## config.mk

```make
export PLATFORM = sky130hd
export DESIGN_NAME = mips_fetch_queue_flat
export DESIGN_NICKNAME = d
export VERILOG_FILES = /design/src/rtl/mips_fetch_queue_if.sv /design/src/rtl/mips_fetch_queue.sv /design/src/flat_wrapper.sv
export SDC_FILE = /design/constraint.sdc
export NUM_CORES = 1
export LEC_CHECK = 0
export BUFFER_PORTS_ARGS = -buffer_cell sky130_fd_sc_hd__buf_2
export CAP_MARGIN = 40
export CORE_MARGIN = 5
export CORE_UTILIZATION = 30
export CTS_BUF_LIST = sky130_fd_sc_hd__clkbuf_8
export DETAILED_ROUTE_END_ITERATION = 10
export SLEW_MARGIN = 20
export SYNTH_ARGS = -nofsm -noshare
export SYNTH_HDL_FRONTEND = slang
export SYNTH_SLANG_ARGS = --single-unit
```

## constraint.sdc

```tcl
create_clock -name clk -period 5.7 [get_ports clk]
set_input_delay 0.57 -clock clk [delete_from_list [all_inputs] [get_ports clk]]
set_output_delay 0.57 -clock clk [all_outputs]
set_load 0.02 [all_outputs]
```

## src/rtl/mips_fetch_queue_if.sv

```systemverilog
// Fetch-queue bus: code-memory read port, EX/MEM redirect, and the {IR, NPC} decode handshake.
interface mips_fetch_queue_if;
  logic [31:0] imem_addr;
  logic [31:0] imem_rdata;
  logic        br_taken;
  logic [31:0] br_target;
  logic        id_ready;
  logic        id_valid;
  logic [31:0] id_ir;
  logic [31:0] id_npc;

  modport master (
    output imem_addr,
    input  imem_rdata,
    input  br_taken,
    input  br_target,
    input  id_ready,
    output id_valid,
    output id_ir,
    output id_npc
  );

  modport slave (
    input  imem_addr,
    output imem_rdata,
    output br_taken,
    output br_target,
    output id_ready,
    input  id_valid,
    input  id_ir,
    input  id_npc
  );
endinterface

```

## src/rtl/mips_fetch_queue.sv

```systemverilog
// MIPS32 IF stage: owns the PC, prefetches code words into a small FIFO and presents {IR, NPC} to decode.
// Define FETCH_STATS_EN to add the fetch_cnt / flush_cnt statistics outputs.
module mips_fetch_queue #(
  parameter int unsigned DEPTH  = 4,
  parameter int unsigned PTR_W  = 2,
  parameter logic [5:0]  HLT_OP = 6'b111111
) (
  input  logic                  clk,
  input  logic                  rst_n,
  input  logic                  en,
  mips_fetch_queue_if.master    bus,
  output logic [PTR_W:0]        q_count,
  output logic                  halted
`ifdef FETCH_STATS_EN
  ,
  output logic [31:0]           fetch_cnt,
  output logic [15:0]           flush_cnt
`endif
);

  typedef enum logic {
    FETCH,
    HALTED
  } state_t;

  localparam logic [PTR_W:0] FULL_COUNT = (PTR_W + 1)'(DEPTH);

  state_t           state;
  state_t           state_next;
  logic [31:0]      pc;
  logic [31:0]      pc_inc;
  logic [PTR_W-1:0] rd_ptr;
  logic [PTR_W-1:0] wr_ptr;
  logic [PTR_W:0]   count;
  logic [31:0]      ir_mem  [DEPTH];
  logic [31:0]      npc_mem [DEPTH];
  logic             pop;
  logic             push;
  logic             is_hlt;

  assign pc_inc        = pc + 32'd1;
  assign bus.imem_addr = pc;
  assign bus.id_valid  = (count != '0);
  assign bus.id_ir     = ir_mem[rd_ptr];
  assign bus.id_npc    = npc_mem[rd_ptr];
  assign q_count       = count;
  assign halted        = (state == HALTED);

  assign is_hlt = (bus.imem_rdata[31:26] == HLT_OP);
  assign pop    = bus.id_valid & bus.id_ready;
  // A full FIFO still accepts a push when the head leaves in the same cycle.
  assign push   = en & (state == FETCH) & ~bus.br_taken & ((count < FULL_COUNT) | pop);

  always_ff @(posedge clk or negedge rst_n) begin
    if (!rst_n) begin
      state <= FETCH;
    end else begin
      state <= state_next;
    end
  end

  always_comb begin
    state_next = state;
    if (bus.br_taken) begin
      state_next = FETCH;
    end else if (push && is_hlt) begin
      state_next = HALTED;
    end
  end

  always_ff @(posedge clk or negedge rst_n) begin
    if (!rst_n) begin
      pc      <= '0;
      rd_ptr  <= '0;
      wr_ptr  <= '0;
      count   <= '0;
      ir_mem  <= '{default: '0};
      npc_mem <= '{default: '0};
    end else if (bus.br_taken) begin
      // Redirect flushes everything, including any pop decode made this cycle.
      pc     <= bus.br_target;
      rd_ptr <= '0;
      wr_ptr <= '0;
      count  <= '0;
    end else begin
      if (push) begin
        ir_mem[wr_ptr]  <= bus.imem_rdata;
        npc_mem[wr_ptr] <= pc_inc;
        wr_ptr          <= wr_ptr + 1'b1;
        pc              <= pc_inc;
      end
      if (pop) begin
        rd_ptr <= rd_ptr + 1'b1;
      end
      if (push && !pop) begin
        count <= count + 1'b1;
      end else if (pop && !push) begin
        count <= count - 1'b1;
      end
    end
  end

`ifdef FETCH_STATS_EN
  always_ff @(posedge clk or negedge rst_n) begin
    if (!rst_n) begin
      fetch_cnt <= '0;
      flush_cnt <= '0;
    end else begin
      if (push) begin
        fetch_cnt <= fetch_cnt + 32'd1;
      end
      if (bus.br_taken && (flush_cnt != '1)) begin
        flush_cnt <= flush_cnt + 16'd1;
      end
    end
  end
`endif

endmodule

```

## src/flat_wrapper.sv

```systemverilog
// flat-port wrapper written by rule: the top's interface ports become plain ports
module mips_fetch_queue_flat 
#(
  parameter int unsigned DEPTH  = 4,
  parameter int unsigned PTR_W  = 2,
  parameter logic [5:0]  HLT_OP = 6'b111111
)
  (clk, rst_n, en, q_count, halted, bus_imem_addr, bus_imem_rdata, bus_br_taken, bus_br_target, bus_id_ready, bus_id_valid, bus_id_ir, bus_id_npc);
  mips_fetch_queue_if bus_i ();
  input  logic clk;
  input  logic rst_n;
  input  logic en;
  output logic [PTR_W:0] q_count;
  output logic halted;
  output wire logic [$bits(bus_i.imem_addr)-1:0] bus_imem_addr;
  input wire logic [$bits(bus_i.imem_rdata)-1:0] bus_imem_rdata;
  input wire logic [$bits(bus_i.br_taken)-1:0] bus_br_taken;
  input wire logic [$bits(bus_i.br_target)-1:0] bus_br_target;
  input wire logic [$bits(bus_i.id_ready)-1:0] bus_id_ready;
  output wire logic [$bits(bus_i.id_valid)-1:0] bus_id_valid;
  output wire logic [$bits(bus_i.id_ir)-1:0] bus_id_ir;
  output wire logic [$bits(bus_i.id_npc)-1:0] bus_id_npc;
  assign bus_imem_addr = bus_i.imem_addr;
  assign bus_i.imem_rdata = bus_imem_rdata;
  assign bus_i.br_taken = bus_br_taken;
  assign bus_i.br_target = bus_br_target;
  assign bus_i.id_ready = bus_id_ready;
  assign bus_id_valid = bus_i.id_valid;
  assign bus_id_ir = bus_i.id_ir;
  assign bus_id_npc = bus_i.id_npc;
  mips_fetch_queue #(.DEPTH(DEPTH), .PTR_W(PTR_W), .HLT_OP(HLT_OP)) u_core (.clk(clk), .rst_n(rst_n), .en(en), .bus(bus_i), .q_count(q_count), .halted(halted));
endmodule
```

==> results by stage <==
Outcome:
- The flow ran to the end, and the final reports show no timing, DRC or antenna violations.

Logic synthesis:
- Synthesis produced a netlist with a net count of 1,158.
- The area of the mapped netlist is 13,500 sq um.
- The count of synthesis-stage warnings from yosys is 0.
- The area share of the largest cell type after synthesis is 0.549.
- The mean instance size in the synthesized netlist is 12.5 sq um.
- The synthesized design contains 296 register bits.
- The count of unique library cells instantiated by Yosys is 43.
- Sorting the synthesized cells by how often they occur yields dfrtp_1, nand2_1, mux2_2, o21ai_0, mux4_2.
- The main flop type after synthesis is dfrtp_1.
- The sequential fraction of the synthesis area is 0.549.
- Counting every instance in the synthesized netlist gives 1,083.
- The share of flip-flops with an asynchronous set or reset is 1.00.
- Yosys mapped a number of flops with a built-in enable equal to 0.
- The most frequent cell after synthesis is dfrtp_1.
- Sorting the synthesized cells by area gives the leading types as dfrtp_1, mux2_2, mux4_2, o21ai_0, nand2_1.
- The dominant cell type by area after synthesis is dfrtp_1.

Floorplanning:
- The number of top-level pins is 170.
- The floorplan has 77 rows.
- Measured along the x axis, the die boundary spans 222 um.
- The die outline area is 49,300 sq um.
- The height of the chip is 222 um.
- For this configuration, the core starts out at a cell density of 0.304.
- The placeable core region is 44,300 sq um.

Power and ir drop:
- The share of total power dissipated in sequential elements is 0.409.
- The clock power share is 0.258.
- VDD sags by at most 219 uV.
- In this run the static leakage power is 7.14 nW.
- The fraction of power spent switching nets is 0.341.
- Of the total power, combinational logic draws 0.334.
- The analysis attributes to net switching a power of 0.00280 W.
- The internal power contribution is 0.00540 W.
- Dividing total power by cell area gives a power density of 507 nW/um^2.
- The completed layout was analyzed and its total power is 0.00819 W.

Placed design:
- The post-DP HPWL is 23.1 mm.
- During placement, the flow inserted port buffers numbering 169.
- At the placement stage, the worst setup path has a slack of 2.73 ns.
- At the end of routability-driven placement, the weighted congestion stood at 0.758.
- The cell count after placement is 1,784.

Setup path:
- The slowest cell on the critical path is dfrtp_2.
- The signal on the critical path passes through buf_4 > mux4_2 > buf_2.
- At the worst endpoint, the arrival time is 2.76 ns.
- The nature of the critical path startpoint is a register.
- The worst reg-to-reg setup slack is 2.91 ns.
- The startpoint of the worst register-to-register path is u_core.q_count[2].
- The critical path start-end classification is register to output port.
- STA classifies the critical path endpoint as an output port.
- Of all nets on the critical path, the largest fanout is 42.
- The critical path ends at bus_id_npc[0].
- The end of the worst register-to-register path is u_core.npc_mem[91].
- The critical path's largest stage delay is 0.82 ns.
- The depth of the worst register-to-register path is 6.
- For the worst setup path, the data required time is 5.13 ns.
- The worst setup path startpoint is u_core.rd_ptr[1].

STA:
- The post-route clock period utilization is 0.584.
- The setup slack after layout is 2.37 ns.
- In this run the tightest slew margin relative to its limit is 0.382.
- Setup violations remaining at the end of the flow were counted as 0.
- The final count of pins violating max slew is 0.
- The slew at the pin closest to its max-slew limit is 0.927 ns.
- The shortest clock period the worst path allows after layout is 3.33 ns.
- The final number of hold-violating endpoints is 0.
- Adding up every negative setup slack in the final design gives 0 ns.
- Setup repair after global routing left no endpoint under its margin.
- The largest clock skew in the final design is 0.0249 ns.
- Derived from the worst setup path, the maximum achievable clock frequency is 0.300 GHz.

Cells and area:
- The fraction of layout instances using a drive strength above 1 is 0.382.
- Measured on the finished design, the core utilization comes to 0.365.
- The net total in the final layout is 1,322.
- The area overhead of the layout relative to synthesis is 19.9%.
- The finished layout holds 1,882 standard cells, fillers aside.

Clocking:
- Buffers inserted to repair hold after CTS numbered 1.
- The clock-pin transition on the worst setup and hold timing paths is 0.06 ns.
- The clock root buffer is clkbuf_8.
- The total clock buffers created by CTS is 51.
- The count of instances resized after the clock tree is built is 0.
- The clock net in this run drives a total of 296 sinks.
- The later pin in the worst-skew pair is clocked with a latency of 0.59 ns.
- The largest buffer count on any clock path is 3.
- The number of setup buffers added after CTS is 0.
- The maximum level of the CTS H-tree is 2.
- TritonCTS built the clock tree.

Global route:
- The first global-routing pass estimated 56.1 mm of wire.
- The via count of the first global-routing pass came to 9,714.
- The number of antenna violations at the first check in global routing was 4.
- The total overflow left after global routing is 0.
- The maximum number of pins on one net before global-route repair is 153.
- The global-route total usage across every layer is 0.141.

Route:
- Before antenna repair, the detailed router went through 5 iterations.
- The post-route DRC violation count is 0.
- The routed length per instance is 18.4 um.
- The routed layout has 8,926 vias.
- Wires add up to 34.7 mm.
- The number of design-rule violations left by the first detailed-router iteration is 358.
- After detailed routing, the number of vias per cell comes to 4.74.
- The post-route antenna net violation count is 0.

Min path:
- The worst hold-check path type is input port to register.

Flow run:
- Across the run, the number of max-cap violations was 0.
## layout by cell type, fill, tap and decap left out, types with 3 or more instances in the layout
master / Yosys / layout
buf_2: 12 / 168
nand4_1: 15 / 15
nor3_1: 10 / 9
nand3_1: 13 / 13
nand2_1: 178 / 174
diode_2: 0 / 3
ha_1: 5 / 5
a21oi_1: 3 / 3
xor2_1: 25 / 25
mux4_2: 64 / 64
o21ai_1: 17 / 17
buf_12: 0 / 4
nor3_2: 5 / 6
nor4_4: 3 / 3
bufinv_16: 0 / 3
buf_4: 0 / 11
clkinvlp_4: 0 / 4
nor2_1: 21 / 21
nand2_4: 0 / 4
mux2_2: 137 / 137
clkbuf_8: 0 / 70
nor4_2: 3 / 3
nand2b_1: 3 / 3
dfrtp_1: 296 / 294
inv_1: 8 / 18
xnor2_1: 41 / 41
o21ai_0: 135 / 135
clkinv_2: 0 / 6
## worst max-delay path: cells and delay by family (launching register included)
kind	cells	cell delay, ns
buf+inv	2	0.88
flops	1	0.82
mux	1	0.48
## cell families after synthesis
group                    count (synthesis)  share of synthesized area
flip-flops                             296                      0.549
AO/OA/AOI/OAI                          158                     0.0592
buffers and inverters                   83                     0.0251
AND/OR/NAND/NOR                        272                     0.0955
adder cells (fa/ha/maj)                  6                    0.00612
XOR/XNOR                                66                     0.0429
multiplexers                           202                      0.222
## routing by layer
layer	share of wire	GRT usage	wire (um)
met1	0.46	0.196	16000
met2	0.46	0.221	16100
met3	0.046	0.0270	1580
met5	0.00038	0	13
met4	0.030	0.0491	1020
## sequential cells by signal, summed over array words and instances, names as in the netlist
register and count:
u_core.ir_mem 128, u_core.npc_mem 128, u_core.bus.imem_addr 32, u_core.q_count 3
u_core.rd_ptr 2, u_core.wr_ptr 2, u_core.halted 1
## layout make-up
class	instances	area (sq um)
Clock inverter	23	188
Sequential cell	296	7410
Clock buffer	70	963
Antenna cell	3	7.51
Fill cell	4426	28100
Inverter	8	30.0
Timing Repair Buffer	186	1060
Multi-Input combinational cell	704	5780
Tap cell	592	741
## worst min-delay path by stage
| stage | from | endpoint | slack, ns | cells past startpoint |
|---|---|---|---|---|
| floorplan | rst_n | u_core.bus.imem_addr[0] | 0.27 | 0 |
| global placement | u_core.npc_mem[104] | u_core.npc_mem[104] | 0.46 | 2 |
| detailed placement | u_core.npc_mem[11] | u_core.npc_mem[11] | 0.47 | 2 |
| CTS | bus_br_target[1] | u_core.bus.imem_addr[1] | 0.15 | 3 |
| global route | bus_br_target[16] | u_core.bus.imem_addr[16] | 0.15 | 3 |
| finish | bus_br_target[8] | u_core.bus.imem_addr[8] | 0.19 | 3 |
## metrics by stage
stage          area [sq um]  hold slack (ns)
2_1_floorplan         13500            0.274
3_3_place_gp          14900            0.456
3_5_place_dp          15000            0.466
4_1_cts               16100            0.152
5_1_grt               16200            0.152
6_report              16200            0.193
## power groups by stage
stage	combinational, W	sequential [W]	clock (W)
final	0.00274	0.00335	0.00211
after floorplan	0.00198	0.00320	0
after global routing	0.00301	0.00345	0.00228
after detailed placement	0.00281	0.00339	0
after global placement	0.00269	0.00337	0
after CTS	0.00281	0.00335	0.00218
Note: power is estimated with default switching activity, not from simulation.
